**config.mk**
```make
export PLATFORM = sky130hd
export DESIGN_NAME = alu_result_stage
export DESIGN_NICKNAME = d
export VERILOG_FILES = /design/src/rtl/alu_result_stage_pkg.sv /design/src/rtl/alu_flag_gen.sv /design/src/rtl/alu_result_stage.sv
export SDC_FILE = /design/constraint.sdc
export NUM_CORES = 1
export LEC_CHECK = 0
export BUFFER_PORTS_ARGS = -buffer_cell sky130_fd_sc_hd__buf_2
export CAP_MARGIN = 5
export CORE_ASPECT_RATIO = 1.2
export CORE_MARGIN = 1
export CORE_UTILIZATION = 54
export DETAILED_ROUTE_END_ITERATION = 8
export GPL_ROUTABILITY_DRIVEN = 0
export PLACE_DENSITY = 0.87
export SLEW_MARGIN = 20
export SYNTH_ARGS = -nofsm -noshare
export SYNTH_HDL_FRONTEND = slang
export SYNTH_HIERARCHICAL = 1
export SYNTH_SLANG_ARGS = --single-unit
```
**constraint.sdc**
```tcl
create_clock -name clk -period 3.2 [get_ports clk]
set_clock_uncertainty 0.05 [all_clocks]
set_input_delay 0.32 -clock clk [delete_from_list [all_inputs] [get_ports clk]]
set_output_delay 0.32 -clock clk [all_outputs]
set_load 0.05 [all_outputs]
```
**src/rtl/alu_result_stage_pkg.sv**
```systemverilog
// alu_result_stage_pkg
// Shared constants for the ALU result stage:
//   - op codes that steer the 5:1 result mux (ADD, SUB, XOR, SLT, NAND/NOR),
//   - bit positions of the five status flags stored with every entry,
//   - a helper that packs the individual flags into the 5-bit flag vector.
package alu_result_stage_pkg;

    typedef enum logic [3:0] {
        CTL_ADD      = 4'd0,
        CTL_SUB      = 4'd1,
        CTL_XOR      = 4'd2,
        CTL_SLT      = 4'd3,
        CTL_NAND_NOR = 4'd4
    } alu_ctl_e;

    // Highest legal op code; anything above it is an illegal op.
    localparam int unsigned CTL_LAST   = 4;

    localparam int unsigned FLAG_ZERO  = 0;
    localparam int unsigned FLAG_NEG   = 1;
    localparam int unsigned FLAG_CARRY = 2;
    localparam int unsigned FLAG_OVF   = 3;
    localparam int unsigned FLAG_ILL   = 4;
    localparam int unsigned FLAG_W     = 5;

    // Place each flag at its fixed index so every user agrees on the layout.
    function automatic logic [FLAG_W-1:0] pack_flags(
        input logic ill,
        input logic ovf,
        input logic carry,
        input logic neg,
        input logic zero
    );
        logic [FLAG_W-1:0] f;
        f             = {FLAG_W{1'b0}};
        f[FLAG_ILL]   = ill;
        f[FLAG_OVF]   = ovf;
        f[FLAG_CARRY] = carry;
        f[FLAG_NEG]   = neg;
        f[FLAG_ZERO]  = zero;
        return f;
    endfunction

endpackage

```
**src/rtl/alu_flag_gen.sv**
```systemverilog
// alu_flag_gen
// Combinational flag generator applied to each ALU result before it is
// stored in the result stage.
// Ports:
//   in_result   [WIDTH-1:0]  raw mux output
//   in_ctl      [CTLW-1:0]   op code that steered the mux
//   in_carryout              adder carryout
//   in_overflow              adder overflow
//   san_result  [WIDTH-1:0]  sanitised result (0 for illegal op codes)
//   san_flags   [4:0]        {illegal, overflow, carry, negative, zero}
module alu_flag_gen
    import alu_result_stage_pkg::*;
#(
    parameter int WIDTH = 32,
    parameter int CTLW  = 4
) (
    input  logic [WIDTH-1:0]  in_result,
    input  logic [CTLW-1:0]   in_ctl,
    input  logic              in_carryout,
    input  logic              in_overflow,
    output logic [WIDTH-1:0]  san_result,
    output logic [FLAG_W-1:0] san_flags
);

    logic             illegal_s;
    logic             adder_op_s;
    logic [WIDTH-1:0] result_s;
    logic             carry_s;
    logic             ovf_s;

    // Classify the op code and sanitise the result; carry/overflow only
    // mean something when the adder produced the result.
    always_comb begin
        illegal_s  = 1'b0;
        adder_op_s = 1'b0;
        result_s   = in_result;
        carry_s    = 1'b0;
        ovf_s      = 1'b0;
        if (in_ctl > CTLW'(CTL_LAST)) begin
            illegal_s = 1'b1;
            result_s  = {WIDTH{1'b0}};
        end else begin
            illegal_s  = 1'b0;
            adder_op_s = (in_ctl == CTLW'(CTL_ADD)) || (in_ctl == CTLW'(CTL_SUB));
            result_s   = in_result;
        end
        if (adder_op_s) begin
            carry_s = in_carryout;
            ovf_s   = in_overflow;
        end else begin
            carry_s = 1'b0;
            ovf_s   = 1'b0;
        end
    end

    // SLT gets no special negative handling: the sign bit is taken as-is.
    always_comb begin
        san_result = result_s;
        san_flags  = pack_flags(illegal_s, ovf_s, carry_s,
                                result_s[WIDTH-1],
                                (result_s == {WIDTH{1'b0}}));
    end

endmodule

```
**src/rtl/alu_result_stage.sv**
```systemverilog
// alu_result_stage
// Registered output stage behind the 32-bit 5:1 ALU result mux. Each accepted
// result is sanitised, tagged with status flags and held in an in-order
// buffer of DEPTH entries behind a valid/ready handshake, so the ALU can keep
// issuing while register-file writeback stalls.
// Ports:
//   clk, reset                 clock, asynchronous active-high reset
//   in_valid / in_ready        upstream handshake (in_ready = count != DEPTH)
//   in_result, in_ctl          mux output and its op code
//   in_carryout, in_overflow   adder status for the result
//   out_valid / out_ready      downstream handshake (out_valid = count != 0)
//   out_result, out_ctl        head entry (zero while out_valid is low)
//   out_flags                  {illegal, overflow, carry, negative, zero}
//   occupancy                  number of held entries
module alu_result_stage
    import alu_result_stage_pkg::*;
#(
    parameter int WIDTH = 32,
    parameter int DEPTH = 2,
    parameter int CTLW  = 4
) (
    input  logic                     clk,
    input  logic                     reset,
    input  logic                     in_valid,
    output logic                     in_ready,
    input  logic [WIDTH-1:0]         in_result,
    input  logic [CTLW-1:0]          in_ctl,
    input  logic                     in_carryout,
    input  logic                     in_overflow,
    output logic                     out_valid,
    input  logic                     out_ready,
    output logic [WIDTH-1:0]         out_result,
    output logic [CTLW-1:0]          out_ctl,
    output logic [4:0]               out_flags,
    output logic [$clog2(DEPTH):0]   occupancy
);

    localparam int PTRW = $clog2(DEPTH);
    localparam int CNTW = PTRW + 1;

    logic [WIDTH-1:0]  mem_result_r [DEPTH];
    logic [CTLW-1:0]   mem_ctl_r    [DEPTH];
    logic [FLAG_W-1:0] mem_flags_r  [DEPTH];

    logic [PTRW-1:0]   wr_ptr_r;
    logic [PTRW-1:0]   rd_ptr_r;
    logic [CNTW-1:0]   count_r;

    logic [WIDTH-1:0]  san_result_s;
    logic [FLAG_W-1:0] san_flags_s;
    logic              push_s;
    logic              pop_s;
    logic              full_s;
    logic              empty_s;

    alu_flag_gen #(
        .WIDTH (WIDTH),
        .CTLW  (CTLW)
    ) u_flag_gen (
        .in_result   (in_result),
        .in_ctl      (in_ctl),
        .in_carryout (in_carryout),
        .in_overflow (in_overflow),
        .san_result  (san_result_s),
        .san_flags   (san_flags_s)
    );

    // Handshake decode; ready depends only on the count, never on out_ready,
    // so a full stage refuses a push even when a pop happens on that edge.
    always_comb begin
        full_s  = (count_r == CNTW'(DEPTH));
        empty_s = (count_r == CNTW'(0));
        push_s  = in_valid && !full_s;
        pop_s   = !empty_s && out_ready;
    end

    // Buffer storage, pointers and entry count.
    always_ff @(posedge clk or posedge reset) begin
        if (reset) begin
            wr_ptr_r <= {PTRW{1'b0}};
            rd_ptr_r <= {PTRW{1'b0}};
            count_r  <= {CNTW{1'b0}};
            for (int i = 0; i < DEPTH; i++) begin
                mem_result_r[i] <= {WIDTH{1'b0}};
                mem_ctl_r[i]    <= {CTLW{1'b0}};
                mem_flags_r[i]  <= {FLAG_W{1'b0}};
            end
        end else begin
            if (push_s) begin
                mem_result_r[wr_ptr_r] <= san_result_s;
                mem_ctl_r[wr_ptr_r]    <= in_ctl;
                mem_flags_r[wr_ptr_r]  <= san_flags_s;
                wr_ptr_r <= (wr_ptr_r == PTRW'(DEPTH - 1)) ? {PTRW{1'b0}}
                                                           : wr_ptr_r + PTRW'(1);
            end
            if (pop_s) begin
                rd_ptr_r <= (rd_ptr_r == PTRW'(DEPTH - 1)) ? {PTRW{1'b0}}
                                                           : rd_ptr_r + PTRW'(1);
            end
            case ({push_s, pop_s})
                2'b10:   count_r <= count_r + CNTW'(1);
                2'b01:   count_r <= count_r - CNTW'(1);
                default: count_r <= count_r;
            endcase
        end
    end

    // Present the head entry; outputs are forced to zero while empty so the
    // stale storage contents never leak downstream.
    always_comb begin
        in_ready  = !full_s;
        out_valid = !empty_s;
        occupancy = count_r;
        if (!empty_s) begin
            out_result = mem_result_r[rd_ptr_r];
            out_ctl    = mem_ctl_r[rd_ptr_r];
            out_flags  = mem_flags_r[rd_ptr_r];
        end else begin
            out_result = {WIDTH{1'b0}};
            out_ctl    = {CTLW{1'b0}};
            out_flags  = {FLAG_W{1'b0}};
        end
    end

endmodule
```
==> results of run 1 <==
worst paths after layout:
kind / end / depth (start not counted)
max in group asynchronous: rd_ptr_r / 3
min in group clk: mem_ctl_r[0] / 2
setup / recovery: out_result[31] / 4
setup reg to reg: occupancy[1] / 7
hold reg to reg: wr_ptr_r / 1
hold / removal: mem_result_r[10] / 2
stage by stage:
stage / instances / utilization
after floorplan: 339 / -
final: 511 / 0.637
after global placement: 496 / 0.615
after global routing: 511 / 0.637
after detailed placement: 496 / 0.615
after CTS: 511 / 0.637
worst max-delay path, delay by kind of cell (launching register included):
family	cells	cell delay [ps]
DFF	1	780
buffers and inverters	2	600
and+or+nand+nor	1	170
muxes	1	100
cell usage after synthesis (all sizes together):
cell / instances / area [um^2]
and2: 35 / 228
and3: 1 / 11.3
buf: 20 / 195
clkbuf: 5 / 18.8
dfrtp: 86 / 2150
ha: 1 / 12.5
inv: 3 / 11.3
mux2: 82 / 1070
mux2i: 41 / 410
nand2: 1 / 3.75
nand2b: 1 / 13.8
nand3b: 1 / 11.3
nand4: 2 / 12.5
nor2: 44 / 173
nor3: 1 / 5.00
nor4: 8 / 50.1
o21a: 1 / 7.51
o21ai: 1 / 5.00
xnor2: 3 / 26.3
xor2: 2 / 17.5
routing by layer:
metal / share of wire / vias to the layer above / global-route usage
met1: 0.45 / 1407 / 0.292
met5: 0 / - / 0
li1: - / 1311 / -
met4: 0.021 / 0 / 0.0991
met2: 0.50 / 65 / 0.390
met3: 0.027 / 14 / 0.0310
kinds of logic after synthesis:
group,share of synthesized area
buffers and inverters,0.0507
xor gates and xnor gates,0.00987
DFF,0.485
and+or+nand+nor,0.114
AOI/OAI and AO/OA,0.00282
adders and majority gates,0.00282
muxes,0.334
final cells by class:
class,count,share of cell area
Sequential cell,86,0.431
Multi-Input combinational cell,225,0.414
Timing Repair Buffer,90,0.0948
Clock buffer,14,0.0326
Tap cell,92,0.0231
Inverter,3,0.00276
Clock inverter,1,0.00100
registers in the layout, indices dropped and copies added, names as in the netlist:
name          cells
mem_ctl_r         8
mem_flags_r      10
mem_result_r     64
occupancy         2
rd_ptr_r          1
wr_ptr_r          1
==> reports/results.env, run 1 <==
SYNTH.NET_COUNT=382
NUMBER_OF_ANTENNA_VIOLATIONS_AT_THE_FIRST_CHECK_IN_GLOBAL_ROUTING=0
POST_DRT_WL_PER_CELL_UM=17.6
NUMCLOCKSINKS=86
DIE_W_UM=84.8
CRIT_FANOUT=25
POST_CTS_SETUP_REPAIR_BUFS=0
CLK_PIN_SLEW_WORST_PATHS_PS=80
PORT_BUFFERS=86
SLEW_VIOLATIONS=0
SEQ_AREA_MM2=0.00215
DETAIL_ROUTE.VIAS_PER_CELL=5.47
FILL_CELLS=622
SYNTH_WARN=6
NETS=458
WIRE_LENGTH_OF_THE_FIRST_GLOBAL_ROUTING_PASS_UM=14900
MAXIMUM_NUMBER_OF_PINS_ON_ONE_NET_BEFORE_GLOBAL_ROUTE_REPAIR=66
CP_SLOWEST_CELL='sky130_fd_sc_hd__dfrtp_2'
CTS_RESIZED=0
SYNTH.AVG_CELL_AREA_UM2=13.1
INITIAL_UTILIZATION=0.566
CORE-AREA_MM2=0.00784
TRITONCTS='yes'
SYNTH_SEQ_AREA_SHARE=0.485
TIMING.MAX_SLEW.REL_SLACK=0.433
CRIT_PATH_START_KIND='flip-flop'
VIOLATIONS='DRC'
CRITICAL_PATH.CELL_CHAIN='buf_12, mux2i_1, nor2_1, buf_2'
CTS-BUFFERS-INSERTED=9
TOP_LEVEL_PORTS=87
SYNTH.FF_LATCH_COUNT=86
WORST_R2R_STARTPOINT='occupancy[0]'
SETUP-TNS-FINAL_PS=0
N_ANTENNA_CELL=0
OVERFLOW=0
ANTENNA_LEFT=0
SYNTH_AREA_MM2=0.00444
OUTCOME='finished, violations left'
FLOORPLAN.DIE.HEIGHT_UM=101
POST_DETAIL_PLACE_HPWL_UM=5940
WORST_PIN_SLEW_PS=851
CLOCK_TREE.ROOT_CELL='sky130_fd_sc_hd__clkbuf_8'
SETUP_SLACK_PS=804
DETAILEDROUTE.FIRSTITERATIONVIOLATIONS=78
TIMING.CRITICAL_PATH.SLOWEST_CELL_DELAY_PS=780
GRT_SETUP_UNREPAIRED='no'
WORST_HOLD_PATH_TYPE='in2async'
NUMBER_OF_LEVELS_IN_THE_CLOCK_H_TREE=3
FIRSTDRTPASSITERS=9
CRIT_PATH_START='rd_ptr_r'
MAX_CLOCK_FREQ_MHz=417
TIMING.MAX_CAP.VIOLATIONS=0
NETLIST_INSTANCES=339
FINAL-SETUP-VIOL-COUNT=0
MINIMUM_SETUP_SLACK_AMONG_REG_TO_REG_PATHS_PS=1140
YS_TYPES=26
LAYOUT-DRIVE-GT1-SHARE=0.473
MULTI_INPUT_COMB_AREA_MM2=0.00207
CRITICAL_PATH_ARRIVAL_PS=2030
CTS_HOLD_BUF=0
INSERTION_DELAY_PS=360
ROW_COUNT=35
FIRST_GLOBAL_VIAS=2984
PLACE_AREA_MM2=0.00482
FINAL_PERIOD_MINUS_WORST_SETUP_SLACK_PS=2400
VIAS=2797
WORST_SETUP_SLACK_AFTER_PLACEMENT_PS=1170
REQUIRED_PS=2830
POSTLAYOUTCELLAREA_MM2=0.00499
FIN_HOLD_WS_PS=38.6
END_KIND='primary output'
MOST-COMMON-LAYOUT-CELLS='sky130_fd_sc_hd__buf_2 (86), sky130_fd_sc_hd__dfrtp_1 (85), sky130_fd_sc_hd__mux2_2 (42), sky130_fd_sc_hd__nor2_1 (42), sky130_fd_sc_hd__mux2i_1 (41)'
MIN_PERIOD_OVER_PERIOD=0.749
GRTUSAGETOTAL=0.228
TIMING_HOLD_VIOLATIONS_FINAL=0
DESIGN.DIE.AREA_MM2=0.00859
CRITICAL_PATH_CLASS='reg2out'
WIRELENGTH_UM=8980
CLOCK_TREE.BUFFER_DEPTH=2
DRC=7
MOST_COMMON_CELL_AFTER_LAYOUT_FILL_AND_TAPS_ASIDE='sky130_fd_sc_hd__buf_2'
AREA.GROWTH.SYNTH_TO_FINAL_PCT=12.5
Power of run 1 is left out: the tool's default activity adds up to more than one toggle a clock period on the data nets, which glitch-free logic cannot reach.
==> run 2, diff against run 1 <==
CORE_UTILIZATION = 50   (was 54)
PLACE_DENSITY = 0.85   (was 0.87)
clock period = 2 ns   (was 3.2 ns; I/O delays follow)
==> run 2 against run 1 <==
  * The flow now finishes without violations
  * Sequential share of layout area shrank 1.3 points
  * Final cell count grew 6.5%
  * First-iteration DRC count shrank 31%
  * Routed wire length shrank 1.6%
  * Hold slack gained 34 ps
  * Global-route usage shrank 2.5 points
  * Flip-flop and latch count is the same
  * Register-to-register slack lost 730 ps
  * Die area grew 7.8%
  * Largest cell class unchanged
==> reports/results.env, run 2 (synthesized netlist as in run 1, its figures left out) <==
INITIAL_UTILIZATION=0.515
CRITICAL_PATH_ARRIVAL_PS=1590
NETS=465
REQUIRED_PS=1750
TIMING_HOLD_VIOLATIONS_FINAL=0
MAXIMUM_NUMBER_OF_PINS_ON_ONE_NET_BEFORE_GLOBAL_ROUTE_REPAIR=87
GRT_SETUP_UNREPAIRED='no'
FINAL-SETUP-VIOL-COUNT=0
MAX_CLOCK_FREQ_MHz=545
DESIGN.DIE.AREA_MM2=0.00926
FLOORPLAN.DIE.HEIGHT_UM=105
CLK_PIN_SLEW_WORST_PATHS_PS=90
CLOCK_TREE.BUFFER_DEPTH=2
WORST_PIN_SLEW_PS=532
PORT_BUFFERS=86
FINAL_PERIOD_MINUS_WORST_SETUP_SLACK_PS=1840
DRC=0
FILL_CELLS=722
VIAS=2824
CLOCK_TREE.ROOT_CELL='sky130_fd_sc_hd__clkbuf_8'
END_KIND='primary output'
TIMING.MAX_SLEW.REL_SLACK=0.642
DETAILEDROUTE.FIRSTITERATIONVIOLATIONS=54
POWER.DENSITY_CELL_AREA_mW_PER_MM2=1860
TOP_LEVEL_PORTS=87
POST_LAYOUT_NONFILLER_INSTANCES=544
OVERFLOW=0
FIRST_GLOBAL_VIAS=2892
OUTCOME='finished clean'
AREA.GROWTH.SYNTH_TO_FINAL_PCT=16.1
NUMCLOCKSINKS=86
POST_DETAIL_PLACE_HPWL_UM=5870
FIN_HOLD_WS_PS=72.1
SETUP-TNS-FINAL_PS=0
SLEW_VIOLATIONS=0
TRITONCTS='yes'
NUMBER_OF_ANTENNA_VIOLATIONS_AT_THE_FIRST_CHECK_IN_GLOBAL_ROUTING=0
WIRELENGTH_UM=8830
DPL.CELL_COUNT=527
IR_DROP_V=0.00134
WORST_SETUP_PATH_ENDPOINT='out_flags[1]'
TOP_REGISTER='mem_result_r'
TOTAL_LEAKAGE_POWER_nW=2.67
MIN_PERIOD_OVER_PERIOD=0.918
TIMING.MAX_CAP.VIOLATIONS=0
CRITICAL_PATH_CLASS='reg2out'
TOTAL_POWER_mW=9.60
N_ANTENNA_CELL=0
MOST-COMMON-LAYOUT-CELLS='sky130_fd_sc_hd__buf_2 (86), sky130_fd_sc_hd__dfrtp_1 (83), sky130_fd_sc_hd__mux2_2 (42), sky130_fd_sc_hd__nor2_1 (42), sky130_fd_sc_hd__mux2i_1 (41)'
DIE_W_UM=88.0
LAYOUT.CORE_UTILIZATION=0.598
CORE-AREA_MM2=0.00861
GRTUSAGETOTAL=0.203
WIRE_LENGTH_OF_THE_FIRST_GLOBAL_ROUTING_PASS_UM=14100
POST_DRT_WL_PER_CELL_UM=16.2
CTS-BUFFERS-INSERTED=9
NUMBER_OF_LEVELS_IN_THE_CLOCK_H_TREE=3
FIRSTDRTPASSITERS=4
WORST_HOLD_PATH_TYPE='in2reg'
INSERTION_DELAY_PS=350
CRIT_PATH_START='rd_ptr_r'
DETAIL_ROUTE.VIAS_PER_CELL=5.19
LAYOUT-DRIVE-GT1-SHARE=0.492
WORST_R2R_STARTPOINT='occupancy[0]'
ANTENNA_LEFT=0
ROW_COUNT=37
CRIT_PATH_START_KIND='flip-flop'
LAYOUT_TOP_REGISTERS='mem_result_r: 64 flops, mem_flags_r: 10 flops, mem_ctl_r: 8 flops'
MOST_COMMON_CELL_AFTER_LAYOUT_FILL_AND_TAPS_ASIDE='sky130_fd_sc_hd__buf_2'
CRIT_FANOUT=31
TIMING.RR.END='mem_result_r[30]'
MINIMUM_SETUP_SLACK_AMONG_REG_TO_REG_PATHS_PS=410
WORST-R2R-CELL-COUNT=4
LARGEST_REGISTER_FFS=64
==> run 2: cell types whose count changed in the layout (fill, tap and decap cells not counted) <==
cell / change
sky130_fd_sc_hd__buf_12: +4
sky130_fd_sc_hd__clkinv_2: +1
sky130_fd_sc_hd__dfrtp_1: -2
sky130_fd_sc_hd__inv_4: -1
sky130_fd_sc_hd__clkinv_4: +1
sky130_fd_sc_hd__buf_4: +1
sky130_fd_sc_hd__clkinvlp_4: +3
sky130_fd_sc_hd__clkbuf_1: -3
sky130_fd_sc_hd__buf_6: +1
sky130_fd_sc_hd__dfrtp_2: +2
sky130_fd_sc_hd__dlygate4sd3_1: +1
==> run 2: how the worst min path moves through the flow <==
stage / startpoint / end / slack, ps / cells after the start
global route: in_ctl[0] / mem_ctl_r[4] / 70 / 2
CTS: in_ctl[0] / mem_ctl_r[4] / 60 / 2
detailed placement: reset / mem_result_r[43] / 320 / 3
floorplan: in_ctl[0] / mem_ctl_r[0] / 300 / 1
global placement: reset / mem_result_r[41] / 310 / 3
finish: in_ctl[0] / mem_ctl_r[4] / 70 / 2
==> run 2: per-layer routing <==
layer  global-route usage  wire length, um  vias to the layer above
met5                    0                0                        -
met1                0.268             4000                     1429
met4               0.0703              137                        0
met3               0.0395              266                       14
li1                     -                -                     1320
met2                0.329             4420                       61
==> run 2: timing repair <==
action / CTS / global route
hold endpoints to repair: 86 / 0
hold buffers: 1 / 0
endpoints found under the setup margin: 0 / 29
buffers inserted: 0 / 0
resized for setup: 0 / 1
==> run 2: area by class of cell <==
type | instances | area, um^2 | share of cell area
clock buffer | 11 | 151 | 0.0294
clock inverter | 5 | 33.8 | 0.00656
inverter | 3 | 15.0 | 0.00291
multi-input combinational | 225 | 2070 | 0.401
sequential | 86 | 2160 | 0.418
tap | 117 | 146 | 0.0284
timing repair buffer | 97 | 582 | 0.113
==> run 2: where the power goes <==
part           switching [mW]  total [mW]  leakage (nW)  internal, mW
combinational            3.33        5.39          1.46          2.06
sequential              0.487        3.07          1.12          2.58
clock                   0.632        1.15        0.0913         0.517
total                    4.45        9.60          2.67          5.16
==> run 2: worst max-delay path, cell delays in order, from the launching register on <==
cell and delay, ps:
sky130_fd_sc_hd__dfrtp_2 390, sky130_fd_sc_hd__buf_12 250, sky130_fd_sc_hd__mux2i_1 310, sky130_fd_sc_hd__nor2_1 60, sky130_fd_sc_hd__buf_2 210
==> run 2: metrics by stage <==
stage	setup WS, ps	cell area (um^2)
2_1_floorplan	41.8	4450
3_3_place_gp	454	4950
3_5_place_dp	404	4950
4_1_cts	51.5	5150
5_1_grt	83.2	5150
6_report	165	5150
No activity file was read; power rests on OpenSTA's default activity.
==> run 3, diff against run 2 <==
PLACE_DENSITY = default   (was 0.85)
PLACE_DENSITY_LB_ADDON = 0.25   (was default)
SKIP_LAST_GASP = 1   (was default)
==> run 3 against run 2 <==
  * Non-clock buffer count rose by 3
  * Via count fell by 1.1%
  * Flip-flop and latch count did not move
  * Global-route usage rose by 0.67 points
  * Register-to-register slack got worse by 30 ps
  * Setup slack improved by 7.0 ps
  * First-iteration DRC count rose by 67%
  * Clock-buffer cell count did not move
  * Clock power rose by 27%
  * Combinational power barely moved
  * Critical endpoint unchanged
  * Largest power group unchanged
==> reports/results.env, run 3 (synthesized netlist as in run 1, its figures left out) <==
CTS_RESIZED=0
N_ANTENNA_CELL=0
PORT_BUFFERS=86
POST_DRT_WL_PER_CELL_UM=16.4
CTS-BUFFERS-INSERTED=9
PLACE_AREA_MM2=0.00499
DIE_W_UM=88.0
DETAILEDROUTE.FIRSTITERATIONVIOLATIONS=90
TOP_REGISTER='mem_result_r'
WIRELENGTH_UM=8960
CRIT_PATH_START_KIND='flip-flop'
ANTENNA_LEFT=0
MAXIMUM_NUMBER_OF_PINS_ON_ONE_NET_BEFORE_GLOBAL_ROUTE_REPAIR=39
VIAS=2792
CORE-AREA_MM2=0.00861
CP_SLOWEST_CELL='sky130_fd_sc_hd__dfrtp_2'
CLOCK_TREE.ROOT_CELL='sky130_fd_sc_hd__clkbuf_8'
POSTLAYOUTCELLAREA_MM2=0.00524
GRT_SETUP_UNREPAIRED='no'
NUMCLOCKSINKS=86
SLEW_VIOLATIONS=0
TIMING.MAX_CAP.VIOLATIONS=0
CRITICAL_PATH_ARRIVAL_PS=1580
FIRST_GLOBAL_VIAS=2872
POST_DETAIL_PLACE_HPWL_UM=6200
IR_DROP_V=0.00117
MOST_COMMON_CELL_AFTER_LAYOUT_FILL_AND_TAPS_ASIDE='sky130_fd_sc_hd__buf_2'
CLOCK_TREE.BUFFER_DEPTH=2
AREA.GROWTH.SYNTH_TO_FINAL_PCT=18.0
FINAL-SETUP-VIOL-COUNT=0
LAYOUT-DRIVE-GT1-SHARE=0.492
TOTAL_POWER_mW=9.94
WIRE_LENGTH_OF_THE_FIRST_GLOBAL_ROUTING_PASS_UM=14500
CRITICAL_PATH_CLASS='reg2out'
WORST_HOLD_PATH_TYPE='in2reg'
TIMING.CRITICAL_PATH.SLOWEST_CELL_DELAY_PS=460
ROW_COUNT=37
CPLARGESTDELAYFAMILY='buffers and inverters'
SETUP-TNS-FINAL_PS=0
CRITICAL_PATH.CELL_CHAIN='nor2_4, buf_4, nor2_1, buf_2'
MAX_CLOCK_FREQ_MHz=547
OVERFLOW=0
NUMBER_OF_ANTENNA_VIOLATIONS_AT_THE_FIRST_CHECK_IN_GLOBAL_ROUTING=0
WORST_PIN_SLEW_PS=584
INITIAL_UTILIZATION=0.515
GRTUSAGETOTAL=0.209
CRIT_FANOUT=20
FLOORPLAN.DIE.HEIGHT_UM=105
FINAL_PERIOD_MINUS_WORST_SETUP_SLACK_PS=1830
TOTAL_LEAKAGE_POWER_nW=2.71
LAYOUT_TOP_REGISTERS='mem_result_r: 64 flops, mem_flags_r: 10 flops, mem_ctl_r: 8 flops'
POST_CTS_SETUP_REPAIR_BUFS=0
MIN_PERIOD_OVER_PERIOD=0.914
CLK_PIN_SLEW_WORST_PATHS_PS=80
OUTCOME='finished clean'
END_KIND='primary output'
POWER.DENSITY_CELL_AREA_mW_PER_MM2=1900
CRIT_BUF_INV=2
FIRSTDRTPASSITERS=4
REQUIRED_PS=1750
LARGEST_REGISTER_FFS=64
TIMING.MAX_SLEW.REL_SLACK=0.610
DESIGN.DIE.AREA_MM2=0.00926
MOST-COMMON-LAYOUT-CELLS='sky130_fd_sc_hd__buf_2 (86), sky130_fd_sc_hd__dfrtp_1 (83), sky130_fd_sc_hd__mux2_2 (42), sky130_fd_sc_hd__nor2_1 (42), sky130_fd_sc_hd__mux2i_1 (41)'
TRITONCTS='yes'
TIMING_HOLD_VIOLATIONS_FINAL=0
INSERTION_DELAY_PS=350
DRC=0
DETAIL_ROUTE.VIAS_PER_CELL=5.11
NETS=468
NUMBER_OF_LEVELS_IN_THE_CLOCK_H_TREE=3
TOP_LEVEL_PORTS=87
[run 3: stage by stage]
| stage | setup slack (ps) | hold WS [ps] | util | instances |
|---|---|---|---|---|
| floorplan | 41.8 | 298 | - | 339 |
| global placement | 425 | 242 | 0.579 | 530 |
| detailed placement | 374 | 255 | 0.579 | 530 |
| CTS | 160 | 54.8 | 0.608 | 546 |
| global route | 112 | 74.0 | 0.608 | 546 |
| finish | 172 | 64.7 | 0.608 | 546 |
[run 3: timing repair]
item,CTS,global route
hold buffers,1,0
setup endpoints to repair,0,0
endpoints found under the hold margin,22,0
[run 3: path summary, 6_finish.rpt]
kind,startpoint,end,slack (ps),cells after the start
hold reg to reg,wr_ptr_r,wr_ptr_r,440,1
setup / recovery,occupancy[0],out_flags[1],170,4
min in group asynchronous,reset,mem_result_r[16],410,3
setup reg to reg,occupancy[0],mem_ctl_r[3],380,4
max in group asynchronous,reset,mem_result_r[28],920,4
hold / removal,in_ctl[0],mem_ctl_r[0],60,2
[run 3: layer usage]
metal / part of all wire / global-route usage / vias to the layer above
met5: 0 / 0 / -
met4: 0.012 / 0.0667 / 0
met3: 0.040 / 0.0434 / 8
met2: 0.51 / 0.344 / 57
met1: 0.44 / 0.273 / 1396
li1: - / - / 1331
[run 3: area by class of cell]
class,count,area [um^2]
Inverter,3,15.0
Multi-Input combinational cell,225,2070
Fill cell,740,3380
Tap cell,117,146
Timing Repair Buffer,100,613
Sequential cell,86,2160
Clock inverter,4,95.1
Clock buffer,11,141
[run 3: worst reg2reg max path, cell delays in order (launching register included)]
cell,delay [ps]
sky130_fd_sc_hd__dfrtp_2,440
sky130_fd_sc_hd__nand2b_4,170
sky130_fd_sc_hd__and3_4,320
sky130_fd_sc_hd__buf_4,230
sky130_fd_sc_hd__mux2_4,310
[run 3: power by group]
| group | internal [mW] | leakage (nW) | switching [mW] |
|---|---|---|---|
| clock | 0.856 | 0.119 | 0.606 |
| combinational | 2.08 | 1.48 | 3.34 |
| sequential | 2.58 | 1.12 | 0.484 |
